==> config.mk <==
export PLATFORM = sky130hd
export DESIGN_NAME = trng_sampler_flat
export DESIGN_NICKNAME = d
export VERILOG_FILES = /design/src/rtl/trng_sampler_pkg.sv /design/src/rtl/trng_sampler_if.sv /design/src/rtl/trng_sampler_byte_fifo.sv /design/src/rtl/trng_sampler.sv /design/src/flat_wrapper.sv
export SDC_FILE = /design/constraint.sdc
export NUM_CORES = 1
export LEC_CHECK = 0
export BUFFER_PORTS_ARGS = -buffer_cell sky130_fd_sc_hd__clkbuf_2
export CAP_MARGIN = 20
export CORE_MARGIN = 5
export CORE_UTILIZATION = 50
export DETAILED_ROUTE_END_ITERATION = 8
export PLACE_DENSITY = 0.69
export SYNTH_ARGS = -nofsm -noshare
export SYNTH_HDL_FRONTEND = slang
export SYNTH_SLANG_ARGS = --single-unit
==> constraint.sdc <==
create_clock -name clk -period 3.9 [get_ports clk]
set_clock_uncertainty 0.05 [all_clocks]
set_input_delay 1.17 -clock clk [delete_from_list [all_inputs] [get_ports clk]]
set_output_delay 1.17 -clock clk [all_outputs]
set_load 0.005 [all_outputs]
==> src/rtl/trng_sampler_pkg.sv <==
// Shared types and constants for the ring-oscillator entropy sampler.
// FSM state encoding, byte width and the LSB-first packing helper.
package trng_pkg;

    localparam int BYTE_W = 8;

    typedef enum logic [1:0] {
        S_IDLE  = 2'd0,
        S_A     = 2'd1,
        S_B     = 2'd2,
        S_FAULT = 2'd3
    } trng_state_e;

    // New bits enter at the top so the first bit of a byte ends up in bit 0.
    function automatic logic [BYTE_W-1:0] pack_lsb_first(input logic [BYTE_W-1:0] shift_v,
                                                         input logic bit_v);
        return {bit_v, shift_v[BYTE_W-1:1]};
    endfunction

endpackage

==> src/rtl/trng_sampler_if.sv <==
// Byte readout channel of the entropy sampler: FWFT head byte, valid/ready and occupancy.
interface trng_sampler_if #(
    parameter int FIFO_DEPTH = 4
);
    import trng_pkg::*;

    localparam int CNT_W = $clog2(FIFO_DEPTH) + 1;

    logic [BYTE_W-1:0] dout;
    logic              dout_valid;
    logic              dout_ready;
    logic [CNT_W-1:0]  fifo_count;

    modport master (output dout, output dout_valid, output fifo_count, input dout_ready);
    modport slave  (input dout, input dout_valid, input fifo_count, output dout_ready);

endinterface

==> src/rtl/trng_sampler_byte_fifo.sv <==
// First-word fall-through byte FIFO with registered head/valid/count/full.
// A push into a full FIFO is accepted only when a pop happens in the same cycle.
module trng_byte_fifo
    import trng_pkg::*;
#(
    parameter int DEPTH = 4,
    localparam int AW = (DEPTH > 1) ? $clog2(DEPTH) : 1,
    localparam int CW = $clog2(DEPTH) + 1
) (
    input  logic              clk,
    input  logic              rst_n,
    input  logic              push,
    input  logic [BYTE_W-1:0] din,
    input  logic              pop,
    output logic              full,
    output logic [CW-1:0]     count,
    output logic [BYTE_W-1:0] head,
    output logic              valid
);

    logic [BYTE_W-1:0] mem_r [DEPTH];
    logic [AW-1:0]     wr_ptr_r;
    logic [AW-1:0]     rd_ptr_r;
    logic [CW-1:0]     count_r;
    logic              full_r;
    logic              valid_r;
    logic [BYTE_W-1:0] head_r;

    logic              pop_ok_s;
    logic              push_ok_s;
    logic [AW-1:0]     rd_next_s;
    logic [CW-1:0]     count_next_s;
    logic [BYTE_W-1:0] head_next_s;

    // Next pointers, occupancy and the byte that will sit at the head next cycle.
    always_comb begin
        pop_ok_s  = pop && valid_r;
        push_ok_s = push && (!full_r || pop_ok_s);
        if (pop_ok_s) begin
            rd_next_s = rd_ptr_r + AW'(1);
        end else begin
            rd_next_s = rd_ptr_r;
        end
        if (push_ok_s && !pop_ok_s) begin
            count_next_s = count_r + CW'(1);
        end else if (!push_ok_s && pop_ok_s) begin
            count_next_s = count_r - CW'(1);
        end else begin
            count_next_s = count_r;
        end
        // Write slot equals the next head only when the FIFO would otherwise be empty.
        if (count_next_s == CW'(0)) begin
            head_next_s = {BYTE_W{1'b0}};
        end else if (push_ok_s && (wr_ptr_r == rd_next_s)) begin
            head_next_s = din;
        end else begin
            head_next_s = mem_r[rd_next_s];
        end
    end

    // Storage, pointers and registered status.
    always_ff @(posedge clk) begin
        if (rst_n) begin
            for (int i = 0; i < DEPTH; i++) begin
                mem_r[i] <= {BYTE_W{1'b0}};
            end
            wr_ptr_r <= {AW{1'b0}};
            rd_ptr_r <= {AW{1'b0}};
            count_r  <= {CW{1'b0}};
            full_r   <= 1'b0;
            valid_r  <= 1'b0;
            head_r   <= {BYTE_W{1'b0}};
        end else begin
            if (push_ok_s) begin
                mem_r[wr_ptr_r] <= din;
                wr_ptr_r        <= wr_ptr_r + AW'(1);
            end
            rd_ptr_r <= rd_next_s;
            count_r  <= count_next_s;
            full_r   <= (count_next_s == CW'(DEPTH));
            valid_r  <= (count_next_s != CW'(0));
            head_r   <= head_next_s;
        end
    end

    assign full  = full_r;
    assign count = count_r;
    assign head  = head_r;
    assign valid = valid_r;

endmodule

==> src/rtl/trng_sampler.sv <==
// RO entropy sampler: synchronize, strobe-sample, Von Neumann debias, pack bytes, RCT health test.
// Optional raw bypass input is enabled by defining TRNG_SAMPLER_RAW_BYPASS_EN.
module trng_sampler
    import trng_pkg::*;
#(
    parameter int SYNC_STAGES = 2,
    parameter int SAMPLE_DIV  = 4,
    parameter int FIFO_DEPTH  = 4,
    parameter int RCT_CUTOFF  = 32
) (
    input  logic                  clk,
    input  logic                  rst_n,
    input  logic                  en,
    input  logic                  raw_bit,
    input  logic                  clear_fail,
`ifdef TRNG_SAMPLER_RAW_BYPASS_EN
    input  logic                  bypass,
`endif
    trng_sampler_if.master        out_if,
    output logic                  health_fail,
    output logic                  overflow
);

    localparam int TICK_W = (SAMPLE_DIV > 1) ? $clog2(SAMPLE_DIV) : 1;
    localparam int RUN_W  = $clog2(RCT_CUTOFF + 1);
    localparam int CNT_W  = $clog2(FIFO_DEPTH) + 1;

    logic [SYNC_STAGES-1:0] sync_r;
    logic [TICK_W-1:0]      tick_r;
    trng_state_e            state_r;
    logic                   a_r;
    logic                   prev_r;
    logic [RUN_W-1:0]       run_r;
    logic [BYTE_W-1:0]      shift_r;
    logic [2:0]             bit_cnt_r;
    logic                   health_fail_r;
    logic                   overflow_r;

    logic                   bypass_s;
    logic                   strobe_s;
    logic                   sample_s;
    logic [RUN_W-1:0]       run_inc_s;
    logic [RUN_W-1:0]       run_next_s;
    logic                   trip_s;
    logic                   emit_s;
    logic                   emit_bit_s;
    logic                   push_s;
    logic [BYTE_W-1:0]      push_byte_s;
    logic                   pop_s;
    logic                   drop_s;
    logic                   fifo_full_s;
    logic [CNT_W-1:0]       fifo_count_s;
    logic [BYTE_W-1:0]      fifo_head_s;
    logic                   fifo_valid_s;

`ifdef TRNG_SAMPLER_RAW_BYPASS_EN
    assign bypass_s = bypass;
`else
    assign bypass_s = 1'b0;
`endif

    // Strobe, repetition-count lookahead, debiaser emission and FIFO handshake.
    always_comb begin
        strobe_s = en && (tick_r == TICK_W'(SAMPLE_DIV - 1));
        sample_s = sync_r[SYNC_STAGES-1];
        if (run_r == RUN_W'(RCT_CUTOFF)) begin
            run_inc_s = run_r;
        end else begin
            run_inc_s = run_r + RUN_W'(1);
        end
        if (sample_s == prev_r) begin
            run_next_s = run_inc_s;
        end else begin
            run_next_s = RUN_W'(1);
        end
        // A clear in the same cycle suppresses the trip.
        trip_s = strobe_s && (state_r != S_FAULT) && (run_next_s >= RUN_W'(RCT_CUTOFF))
                 && !clear_fail;
        emit_s     = 1'b0;
        emit_bit_s = 1'b0;
        if (strobe_s && !trip_s) begin
            if (bypass_s && ((state_r == S_A) || (state_r == S_B))) begin
                emit_s     = 1'b1;
                emit_bit_s = sample_s;
            end else if ((state_r == S_B) && (a_r != sample_s)) begin
                emit_s     = 1'b1;
                emit_bit_s = a_r;
            end else begin
                emit_s     = 1'b0;
                emit_bit_s = 1'b0;
            end
        end else begin
            emit_s     = 1'b0;
            emit_bit_s = 1'b0;
        end
        push_s      = emit_s && (bit_cnt_r == 3'd7);
        push_byte_s = pack_lsb_first(shift_r, emit_bit_s);
        pop_s       = fifo_valid_s && out_if.dout_ready;
        drop_s      = push_s && fifo_full_s && !pop_s;
    end

    // Raw-bit synchronizer and sample tick counter.
    always_ff @(posedge clk) begin
        if (rst_n) begin
            sync_r <= {SYNC_STAGES{1'b0}};
            tick_r <= {TICK_W{1'b0}};
        end else begin
            sync_r <= {sync_r[SYNC_STAGES-2:0], raw_bit};
            if (!en || (tick_r == TICK_W'(SAMPLE_DIV - 1))) begin
                tick_r <= {TICK_W{1'b0}};
            end else begin
                tick_r <= tick_r + TICK_W'(1);
            end
        end
    end

    // Debias FSM: arms on the first strobe, then alternates between the two halves of a pair.
    always_ff @(posedge clk) begin
        if (rst_n) begin
            state_r <= S_IDLE;
            a_r     <= 1'b0;
        end else begin
            case (state_r)
                S_IDLE: begin
                    if (trip_s) begin
                        state_r <= S_FAULT;
                    end else if (strobe_s) begin
                        state_r <= S_A;
                    end
                end
                S_A: begin
                    if (trip_s) begin
                        state_r <= S_FAULT;
                    end else if (!en) begin
                        state_r <= S_IDLE;
                    end else if (strobe_s && !bypass_s) begin
                        a_r     <= sample_s;
                        state_r <= S_B;
                    end
                end
                S_B: begin
                    if (trip_s) begin
                        state_r <= S_FAULT;
                    end else if (!en) begin
                        state_r <= S_IDLE;
                    end else if (strobe_s) begin
                        state_r <= S_A;
                    end
                end
                S_FAULT: begin
                    if (clear_fail) begin
                        state_r <= S_IDLE;
                    end
                end
                default: state_r <= S_IDLE;
            endcase
        end
    end

    // Byte packer; a partial byte survives en dropping but not a health trip.
    always_ff @(posedge clk) begin
        if (rst_n || trip_s) begin
            shift_r   <= {BYTE_W{1'b0}};
            bit_cnt_r <= 3'd0;
        end else if (emit_s) begin
            if (bit_cnt_r == 3'd7) begin
                shift_r   <= {BYTE_W{1'b0}};
                bit_cnt_r <= 3'd0;
            end else begin
                shift_r   <= push_byte_s;
                bit_cnt_r <= bit_cnt_r + 3'd1;
            end
        end
    end

    // Repetition-count test and sticky status flags; clear_fail takes priority.
    always_ff @(posedge clk) begin
        if (rst_n) begin
            prev_r        <= 1'b0;
            run_r         <= {RUN_W{1'b0}};
            health_fail_r <= 1'b0;
            overflow_r    <= 1'b0;
        end else begin
            if (strobe_s) begin
                prev_r <= sample_s;
            end
            if (clear_fail) begin
                run_r         <= {RUN_W{1'b0}};
                health_fail_r <= 1'b0;
                overflow_r    <= 1'b0;
            end else begin
                if (strobe_s) begin
                    run_r <= run_next_s;
                end
                if (trip_s) begin
                    health_fail_r <= 1'b1;
                end
                if (drop_s) begin
                    overflow_r <= 1'b1;
                end
            end
        end
    end

    trng_byte_fifo #(
        .DEPTH (FIFO_DEPTH)
    ) u_fifo (
        .clk   (clk),
        .rst_n (rst_n),
        .push  (push_s),
        .din   (push_byte_s),
        .pop   (pop_s),
        .full  (fifo_full_s),
        .count (fifo_count_s),
        .head  (fifo_head_s),
        .valid (fifo_valid_s)
    );

    assign out_if.dout       = fifo_head_s;
    assign out_if.dout_valid = fifo_valid_s;
    assign out_if.fifo_count = fifo_count_s;
    assign health_fail       = health_fail_r;
    assign overflow          = overflow_r;

endmodule

==> src/flat_wrapper.sv <==
// flat-port wrapper written by rule: the top's interface ports become plain ports
module trng_sampler_flat import trng_pkg::*;
#(
    parameter int SYNC_STAGES = 2,
    parameter int SAMPLE_DIV  = 4,
    parameter int FIFO_DEPTH  = 4,
    parameter int RCT_CUTOFF  = 32
)
  (clk, rst_n, en, raw_bit, clear_fail, health_fail, overflow, out_if_dout, out_if_dout_valid, out_if_fifo_count, out_if_dout_ready);
  trng_sampler_if #(.FIFO_DEPTH(FIFO_DEPTH)) out_if_i ();
  input  logic clk;
  input  logic rst_n;
  input  logic en;
  input  logic raw_bit;
  input  logic clear_fail;
  output logic health_fail;
  output logic overflow;
  output wire logic [$bits(out_if_i.dout)-1:0] out_if_dout;
  output wire logic [$bits(out_if_i.dout_valid)-1:0] out_if_dout_valid;
  output wire logic [$bits(out_if_i.fifo_count)-1:0] out_if_fifo_count;
  input wire logic [$bits(out_if_i.dout_ready)-1:0] out_if_dout_ready;
  assign out_if_dout = out_if_i.dout;
  assign out_if_dout_valid = out_if_i.dout_valid;
  assign out_if_fifo_count = out_if_i.fifo_count;
  assign out_if_i.dout_ready = out_if_dout_ready;
  trng_sampler #(.SYNC_STAGES(SYNC_STAGES), .SAMPLE_DIV(SAMPLE_DIV), .FIFO_DEPTH(FIFO_DEPTH), .RCT_CUTOFF(RCT_CUTOFF)) u_core (.clk(clk), .rst_n(rst_n), .en(en), .raw_bit(raw_bit), .clear_fail(clear_fail), .out_if(out_if_i), .health_fail(health_fail), .overflow(overflow));
endmodule
==> summary.txt, run 1 <==
Detailed routing
  – Routed vias/inst: 5.96
  – Total wire length: approximately 9.4 mm
  – Antenna Nets Post-Route: 0
  – Routed wire per std cell: 17.3 um
  – DRC Markers: 0
  – DRT iter0 DRCs: 243
  – Vias: 3260
  – First drt pass iteration count: 5

Global route
  – GRT overflow: 0
  – Number of global-route vias before repair: 3011
  – First-pass GRT wire length: 15.4 mm
  – Total track usage: 19.6%
  – Initial antenna violation count: 0
  – Largest net degree at the start of global routing: 38

Floorplanning
  – Initial Utilization: 51.4%
  – Die height: 99.4 um
  – DIE AREA: 9870 um2
  – I/O pin count: 20
  – Core ar.: 7770 um2
  – Die width: about 99 um
  – Core Rows: 32

Setup path
  – Critical Path Start: out_if_dout_ready
  – CP Launch Type: input pin
  – CP Max Fanout: 21
  – Kind of critical path: in -> reg
  – Reg2Reg Launch Point: u_core.u_fifo.valid
  – Endpoint class of the critical path: register
  – Worst EP arrival: 3.44 ns
  – CP Data Required Time: just over 4 ns
  – FF-to-FF setup slack: 0.95 ns

Power and ir drop
  – Maximum resistive drop on vdd: 168 uV
  – Lkg Pwr: 1.59 nW
  – Power per standard cell area: 469 nW/um2

Placed design
  – Hpwl dp: between 6 and 7 mm
  – Dpl cells: 531
  – Number of port buffers: 19
  – Gpl congestion: 0.804

Clock network
  – CTS Root Cell: clkbuf_8
  – Clk sinks: 75
  – Worst-path clk slew: 0.07 ns
  – Post_cts resized: 0
  – Hold-fix buffer count after cts: 0
  – Clock Latency Late Sink: around 0.34 ns
  – Setup Buffers After CTS: 0
  – Number of CTS-inserted buffers: 9
  – H-tree depth: 3
  – CTS tree: built
  – Clock Tree Buf Depth: 2

Finish
  – NumNets Final: roughly 450
  – Synth-to-layout area growth: 8.24%
  – Fin cells: about 550
  – Antenna diodes: 0
  – Share of post-route cells with drive strength above 1: 13.3%

STA
  – Final-report hold violation count: 0
  – Setup violations, final: 0
  – Rel. slew slack: approximately 39%
  – Fmax: between 300 and 400 MHz
  – Tcrit/Tclk final: 84.2%
  – Final Max Slew Viols: 0
  – RSZ-0062 raised after global routing: false
  – Worst slew pin tran: 0.914 ns
  – Crit path time final: 3.28 ns
  – Setup TNS: 0 ns

Logic synthesis
  – Area leader, netlist: edfxtp_1
  – Yosys warns: 0
  – Synth Area per Inst: 9.20 um2
  – Synth async-reset ratio: 0%
  – Register bit total from synthesis: 75
  – Yosys cell types: 60
  – Mapped cell area: 3990 um2
  – Synth top area share: between 20% and 30%
  – Post-synth EDFFs: 32
  – Cells after Synth: between 400 and 500
  – Synth area leaders: edfxtp_1, dfxtp_1, nand2_1
  – Post-synthesis sequential area ratio: 45.6%
  – Synth Net Count: 447
  – Dominant synthesized flop cell: dfxtp_1

Outcome
  – Outcome: completed

Min path
  – Beginning of the worst hold path: u_core.tick_r[0]
  – Type of the tightest min-delay check: reg -> reg

Job
  – Max-cap violations: 0
-- per-layer routing --
layer  wire [um]  track usage, %  vias to the layer above
li1            -               -                     1601
met5           0               0                        -
met4          80            5.88                        0
met2        4120            30.0                       94
met3         510            2.73                        8
met1        4740            28.7                     1557
-- flip-flops by register name, indices dropped and copies added (netlist names) --
signal                  count
u_core.u_fifo.mem_r        32
u_core.u_fifo.head          8
u_core.shift_r              7
u_core.run_r                6
u_core.bit_cnt_r            3
u_core.u_fifo.count         3
u_core.state_r              2
u_core.sync_r               2
u_core.tick_r               2
u_core.u_fifo.rd_ptr_r      2
u_core.u_fifo.wr_ptr_r      2
u_core.a_r                  1
u_core.health_fail          1
u_core.overflow             1
u_core.prev_r               1
u_core.u_fifo.full          1
u_core.u_fifo.valid         1
-- power by group --
part           switching (W)  leakage [nW]  internal (W)
Sequential         0.0000822         0.653      0.000883
Clock               0.000280         0.101      0.000305
Combinational       0.000268         0.840      0.000211
Total               0.000630          1.59       0.00140
-- worst max-delay path: stages --
cell       delay, ns
clkbuf_2        0.32
nand2_1         0.11
a2111oi_0       0.47
buf_4           0.20
o221ai_1        0.17
o21ai_4         0.41
a221oi_1        0.16
a2111oi_0       0.43
-- layout make-up --
cell class,count,area [um2]
flip-flops and latches,75,1820
well taps,102,128
repair buffers,30,178
inverters,15,56.3
clock buffers,13,180
clock inverters,3,18.8
multi-input cells,309,1940
fillers,725,3450
-- logic make-up after synthesis --
kind of cell,count (synthesis),synth area share (%)
adder cells (fa/ha/maj),7,2.19
AND/OR/NAND/NOR,181,22.3
XOR/XNOR,9,2.16
multiplexers,3,0.752
flip-flops,75,45.6
buffers and inverters,50,5.80
AO/OA/AOI/OAI,109,21.2
-- per-stage QoR --
stage	hold WS (ns)	setup slack, ns	utilization (%)	cell area (um2)	total power, W
floorplan	0.354	0.820	-	3990	0.00131
global placement	0.364	0.445	53.1	4120	0.00144
detailed placement	0.374	0.309	53.1	4120	0.00146
CTS	0.389	0.670	55.6	4320	0.00203
global route	0.419	0.309	55.6	4320	0.00213
finish	0.388	0.616	55.6	4320	0.00203
-- layout by cell type, fill, tap and decap left out, drive strengths merged, types with 10 or more instances in the layout --
master,Yosys,routed
nand2,74,74
dfxtp,43,43
edfxtp,32,32
nor2,32,32
clkbuf,23,32
a21oi,27,27
and3,19,19
a211oi,18,18
inv,15,16
a31oi,13,13
nand3,11,11
a311oi,11,11
buf,12,11
and2,10,10
a221oi,10,10
a2111oi,10,10
-- synthesized netlist by cell type, types with 11 or more instances --
master    count
nand2_1      74
nand3_1      11
and3_1       19
nor2_1       31
dfxtp_1      43
a21oi_1      27
a31oi_1      13
a211oi_1     18
a311oi_1     11
edfxtp_1     32
clkbuf_1     23
inv_1        15
-- path summary, 6_finish.rpt --
| path | endpoint | depth (start not counted) |
|---|---|---|
| worst max register to register | u_core.u_fifo.head[1] | 7 |
| worst min-delay path | u_core.tick_r[0] | 1 |
| worst min register to register | u_core.tick_r[0] | 1 |
| worst max-delay path | u_core.u_fifo.head[1] | 8 |
Note: power is estimated with default switching activity, not from simulation.
==> run 2, diff against run 1 <==
clock period = 3.2 ns   (was 3.9 ns; I/O delays follow)
==> summary.txt, run 2 (synthesized netlist as in run 1, its figures left out) <==
STA
  – Crit path time final: 2.87 ns
  – Rel. slew slack: 45.6% (+6.7 points)
  – Tcrit/Tclk final: 89.6%
  – Setup TNS: 0 ns (unchanged)
  – Final Max Slew Viols: 0 (unchanged)
  – Final-report hold violation count: 0 (unchanged)
  – Fmax: around 350 MHz
  – Worst slew pin tran: 0.814 ns (-0.0996 ns)
  – Setup violations, final: 0 (unchanged)
  – Hold WS: 0.386 ns (-0.00150 ns)
  – RSZ-0062 raised after global routing: false

Finish
  – Fin util: 57.3% (+1.7 points)
  – Antenna diodes: 0 (unchanged)
  – Leading cell types in the layout, fill and taps excluded: nand2_1, dfxtp_1, edfxtp_1
  – NumNets Final: 460 (+1.5%)
  – FILL cells: 687 (-5.2%)
  – Commonest non-fill, non-tap cell in the layout: nand2_1
  – Fin area: 4450 um2 (+3.0%)
  – Max reg flops: 32 (unchanged)
  – Register Area: 1820 um2 (unchanged)
  – Share of post-route cells with drive strength above 1: 14.6% (+1.3 points)
  – Multi-input combinational cell area: 1940 um2 (unchanged)
  – Top reg by flops: u_core.u_fifo.mem_r
  – Synth-to-layout area growth: 11.5%

Floorplanning
  – Die width: 99.4 um (unchanged)
  – Core ar.: 7770 um2 (unchanged)
  – DIE AREA: 9870 um2 (unchanged)
  – Die height: 99.4 um (unchanged)
  – Core Rows: 32 (unchanged)
  – Initial Utilization: 51.4% (unchanged)
  – I/O pin count: 20 (unchanged)

Global route
  – Total track usage: 20.1% (+0.52 points)
  – GRT overflow: 0 (unchanged)
  – Initial antenna violation count: 0 (unchanged)
  – Number of global-route vias before repair: 3052 (+1.4%)
  – Largest net degree at the start of global routing: 38 (unchanged)
  – First-pass GRT wire length: 15.8 mm (+2.8%)

Setup path
  – CP Launch Type: register
  – CP max-delay cell: a2111oi_0
  – Slowest cell delay on critical path: 0.44 ns (-0.03 ns)
  – Worst EP arrival: 3.05 ns (-0.39 ns)
  – CP Data Required Time: 3.38 ns (-0.68 ns)
  – Cell family with most CP delay: compound AO/OA/AOI/OAI gates
  – Crit path buf inv count: 2 (unchanged)
  – Crit-path cells: ha_1, ha_1, inv_1, a2111oi_0, buf_4, o221ai_1, o21ai_4, a221oi_1, a2111oi_0
  – Kind of critical path: reg -> reg
  – Endpoint class of the critical path: register
  – CP Max Fanout: 16 (-24%)

Clock network
  – Setup Buffers After CTS: 0 (unchanged)
  – CTS tree: built
  – Worst-path clk slew: 0.08 ns (about the same)
  – Clock Tree Buf Depth: 2 (unchanged)
  – Hold-fix buffer count after cts: 0 (unchanged)
  – Clock Latency Late Sink: 0.35 ns (about the same)
  – Clk sinks: 75 (unchanged)
  – Number of CTS-inserted buffers: 9 (unchanged)
  – CTS Root Cell: clkbuf_8
  – Post_cts resized: 0 (unchanged)
  – H-tree depth: 3 (unchanged)

Power and ir drop
  – Power per standard cell area: 619 nW/um2 (+32%)
  – Lkg Pwr: 1.66 nW (+4.1%)
  – Maximum resistive drop on vdd: 222 uV (+32%)

Outcome
  – Outcome: completed

Detailed routing
  – DRC Markers: 0 (unchanged)
  – First drt pass iteration count: 5 (unchanged)
  – Total wire length: 9.61 mm (+1.8%)
  – Routed wire per std cell: 17.4 um (+0.49%)
  – Routed vias/inst: 6.08 (+2.1%)
  – Antenna Nets Post-Route: 0 (unchanged)
  – Vias: 3371 (+3.4%)
  – DRT iter0 DRCs: 212 (-13%)

Job
  – Max-cap violations: 0 (unchanged)

Placed design
  – Dpl cell area: 4190 um2 (+1.6%)
  – Hpwl dp: 6.66 mm (-0.99%)
  – Number of port buffers: 19 (unchanged)
  – Gpl congestion: 0.876 (+9.0%)

Min path
  – Type of the tightest min-delay check: reg -> reg
## run 2: area by class of cell
| cell class | count | share of cell area (%) |
|---|---|---|
| clock buffer | 10 | 2.87 |
| clock inverter | 6 | 3.09 |
| inverter | 15 | 1.26 |
| multi-input combinational | 309 | 43.6 |
| sequential | 75 | 40.9 |
| tap | 102 | 2.87 |
| timing repair buffer | 37 | 5.45 |
## run 2: path summary, 6_finish.rpt
| kind | startpoint | to | slack (ns) | cells after the start |
|---|---|---|---|---|
| worst max-delay path | u_core.bit_cnt_r[0] | u_core.u_fifo.head[5] | 0.33 | 9 |
| worst min-delay path | u_core.tick_r[0] | u_core.tick_r[0] | 0.39 | 1 |
| worst max register to register | u_core.bit_cnt_r[0] | u_core.u_fifo.head[5] | 0.33 | 9 |
| worst min register to register | u_core.tick_r[0] | u_core.tick_r[0] | 0.39 | 1 |
## run 2: stage by stage
stage,power (W),cells,setup WS [ns]
final,0.00276,554,0.332
after CTS,0.00277,554,0.370
after global placement,0.00178,538,0.181
after detailed placement,0.00179,538,0.0614
after global routing,0.00288,554,0.125
after floorplan,0.00160,434,0.330
## run 2: where the power goes
part	switching, W	leakage (nW)	internal (W)
clock network	0.000368	0.131	0.000601
logic	0.000378	0.876	0.000273
registers	0.0000604	0.653	0.00108
total	0.000807	1.66	0.00195
## run 2: layer usage
metal  vias to the layer above  share of wire (%)  GRT usage (%)
met2                       113                 44           28.9
met4                         0                1.6           7.88
li1                       1617                  -              -
met5                         -                  0              0
met3                        10                6.6           3.09
met1                      1631                 48           30.2
==> run 3, diff against run 2 <==
CORE_MARGIN = 4   (was 5)
SETUP_SLACK_MARGIN = 0.02   (was not set)
==> summary.txt, run 3 (synthesized netlist as in run 1, its figures left out) <==
STA
  – Crit path time final: 2.90 ns (+0.0363 ns)
  – Worst slew pin tran: 0.930 ns (+0.115 ns)
  – Tcrit/Tclk final: 90.7% (+1.1 points)
  – Setup ws final: 0.296 ns (-0.0363 ns)
  – Fmax: 344 MHz (-1.2%)
  – Setup TNS: 0 ns (unchanged)
  – Final Max Slew Viols: 0 (unchanged)
  – RSZ-0062 raised after global routing: false
  – Rel. slew slack: 37.9% (-7.7 points)
  – Setup violations, final: 0 (unchanged)
  – Final-report hold violation count: 0 (unchanged)

Power and ir drop
  – Maximum resistive drop on vdd: 215 uV (-3.0%)
  – Power Internal: 0.00185 W (-5.1%)
  – Combinational share of power: 24.2% (+0.6 points)
  – Net Sw Frac: 29.7% (+0.39 points)
  – Clk pwr share: 32.3% (-2.9 points)
  – Lkg Pwr: 1.68 nW (+1.1%)
  – Sequential share of power: 43.4% (+2.2 points)
  – Power per standard cell area: 589 nW/um2 (-4.8%)
  – Switching power: 0.000780 W (-3.3%)

Detailed routing
  – DRC Markers: 0 (unchanged)
  – Routed vias/inst: 6.05 (-0.54%)
  – Total wire length: 9.63 mm (+0.17%)
  – Routed wire per std cell: 17.2 um (-0.91%)
  – Antenna Nets Post-Route: 0 (unchanged)
  – DRT iter0 DRCs: 278 (+31%)
  – First drt pass iteration count: 6 (+1)
  – Vias: 3389 (+0.53%)

Floorplanning
  – DIE AREA: 9480 um2 (-4.0%)
  – Core ar.: 7730 um2 (-0.52%)
  – I/O pin count: 20 (unchanged)
  – Initial Utilization: 51.7% (+0.27 points)
  – Core Rows: 32 (unchanged)
  – Die width: 97.4 um (-2.0%)
  – Die height: 97.4 um (-2.0%)

Finish
  – Fin area: 4460 um2 (+0.22%)
  – Antenna diodes: 0 (unchanged)
  – Share of post-route cells with drive strength above 1: 15.5% (+0.90 points)
  – Leading cell types in the layout, fill and taps excluded: nand2_1, dfxtp_1, edfxtp_1
  – Fin util: 57.8% (+0.43 points)
  – Synth-to-layout area growth: 11.8%
  – Commonest non-fill, non-tap cell in the layout: nand2_1
  – NumNets Final: 466 (+1.3%)
  – Top reg by flops: u_core.u_fifo.mem_r
  – Max reg flops: 32 (unchanged)

Job
  – Max-cap violations: 0 (unchanged)

Setup path
  – Crit-path cells: clkbuf_2, nand2_1, a2111oi_0, buf_4, o221ai_1, o21ai_4, buf_4, buf_4, a221oi_2, a2111oi_2
  – CP max-delay cell: a2111oi_0
  – CP Launch Type: input pin
  – Worst EP arrival: 3.09 ns (+0.04 ns)
  – Most used cell, CP: buf_4
  – CP Data Required Time: 3.39 ns (about the same)
  – Slowest cell delay on critical path: 0.41 ns (-0.03 ns)
  – Endpoint class of the critical path: register
  – Kind of critical path: in -> reg
  – CP Max Fanout: 11 (-5)

Global route
  – Initial antenna violation count: 0 (unchanged)
  – Number of global-route vias before repair: 3222 (+5.6%)
  – Total track usage: 20.5% (+0.43 points)
  – First-pass GRT wire length: 15.8 mm (+0.39%)
  – GRT overflow: 0 (unchanged)
  – Largest net degree at the start of global routing: 29 (-24%)

Clock network
  – Worst-path clk slew: 0.08 ns (about the same)
  – Clock Tree Buf Depth: 2 (unchanged)
  – CTS Root Cell: clkbuf_8
  – H-tree depth: 3 (unchanged)
  – Clk sinks: 75 (unchanged)
  – CTS tree: built
  – Number of CTS-inserted buffers: 9 (unchanged)
  – Clock Latency Late Sink: 0.35 ns (about the same)

Placed design
  – Dpl cell area: 4190 um2 (about the same)
  – Number of port buffers: 19 (unchanged)
  – Gpl congestion: 0.865 (-1.3%)
  – Placement Setup Slack: -0.122 ns (-0.184 ns)
  – Hpwl dp: 6.68 mm (+0.35%)

Outcome
  – Outcome: completed

Min path
  – Type of the tightest min-delay check: reg -> reg
==> run 3: what timing repair did <==
item | 4_1_cts | 5_1_grt
buffers inserted | 0 | 4
setup endpoints to repair | 0 | 2
gates resized for setup | 0 | 0
hold buffers | 0 | 0
==> run 3: path summary, 6_finish.rpt <==
kind,to,cells after the start,from,slack (ns)
max,u_core.u_fifo.head[7],10,out_if_dout_ready,0.30
min,u_core.tick_r[0],1,u_core.tick_r[0],0.39
max reg2reg,u_core.u_fifo.head[7],11,u_core.bit_cnt_r[0],0.37
min reg2reg,u_core.tick_r[0],1,u_core.tick_r[0],0.39
==> run 3: final cells by class <==
cell class	instances	area, um2
sequential	75	1820
inverter	15	56.3
multi-input combinational	309	1940
timing repair buffer	43	275
clock inverter	2	36.3
fill	677	3260
tap	102	128
clock buffer	14	206
==> run 3: power groups by stage <==
stage / clock network, W / registers, W / logic (W)
2_1_floorplan: 0 / 0.00114 / 0.000459
3_3_place_gp: 0 / 0.00116 / 0.000619
3_5_place_dp: 0 / 0.00116 / 0.000633
4_1_cts: 0.000866 / 0.00114 / 0.000634
5_1_grt: 0.000907 / 0.00115 / 0.000706
6_report: 0.000850 / 0.00114 / 0.000638
==> run 3: per-layer routing <==
metal	up-vias	track usage (%)	share of wire (%)
li1	1634	-	-
met1	1613	27.6	45
met2	131	32.3	46
met3	11	3.95	7.3
met4	0	8.73	1.3
met5	-	0	0
==> run 3: critical path, delay by kind of cell <==
kind | cells | cell delay, ns
compound gates | 5 | 1.33
buf+inv | 4 | 0.66
simple gates | 1 | 0.13
==> run 3: per-stage QoR <==
| step | power [W] | hold WS [ns] | instances |
|---|---|---|---|
| floorplan | 0.00160 | 0.354 | 434 |
| global placement | 0.00178 | 0.366 | 540 |
| detailed placement | 0.00180 | 0.378 | 540 |
| CTS | 0.00264 | 0.391 | 556 |
| global route | 0.00277 | 0.415 | 560 |
| finish | 0.00263 | 0.390 | 560 |
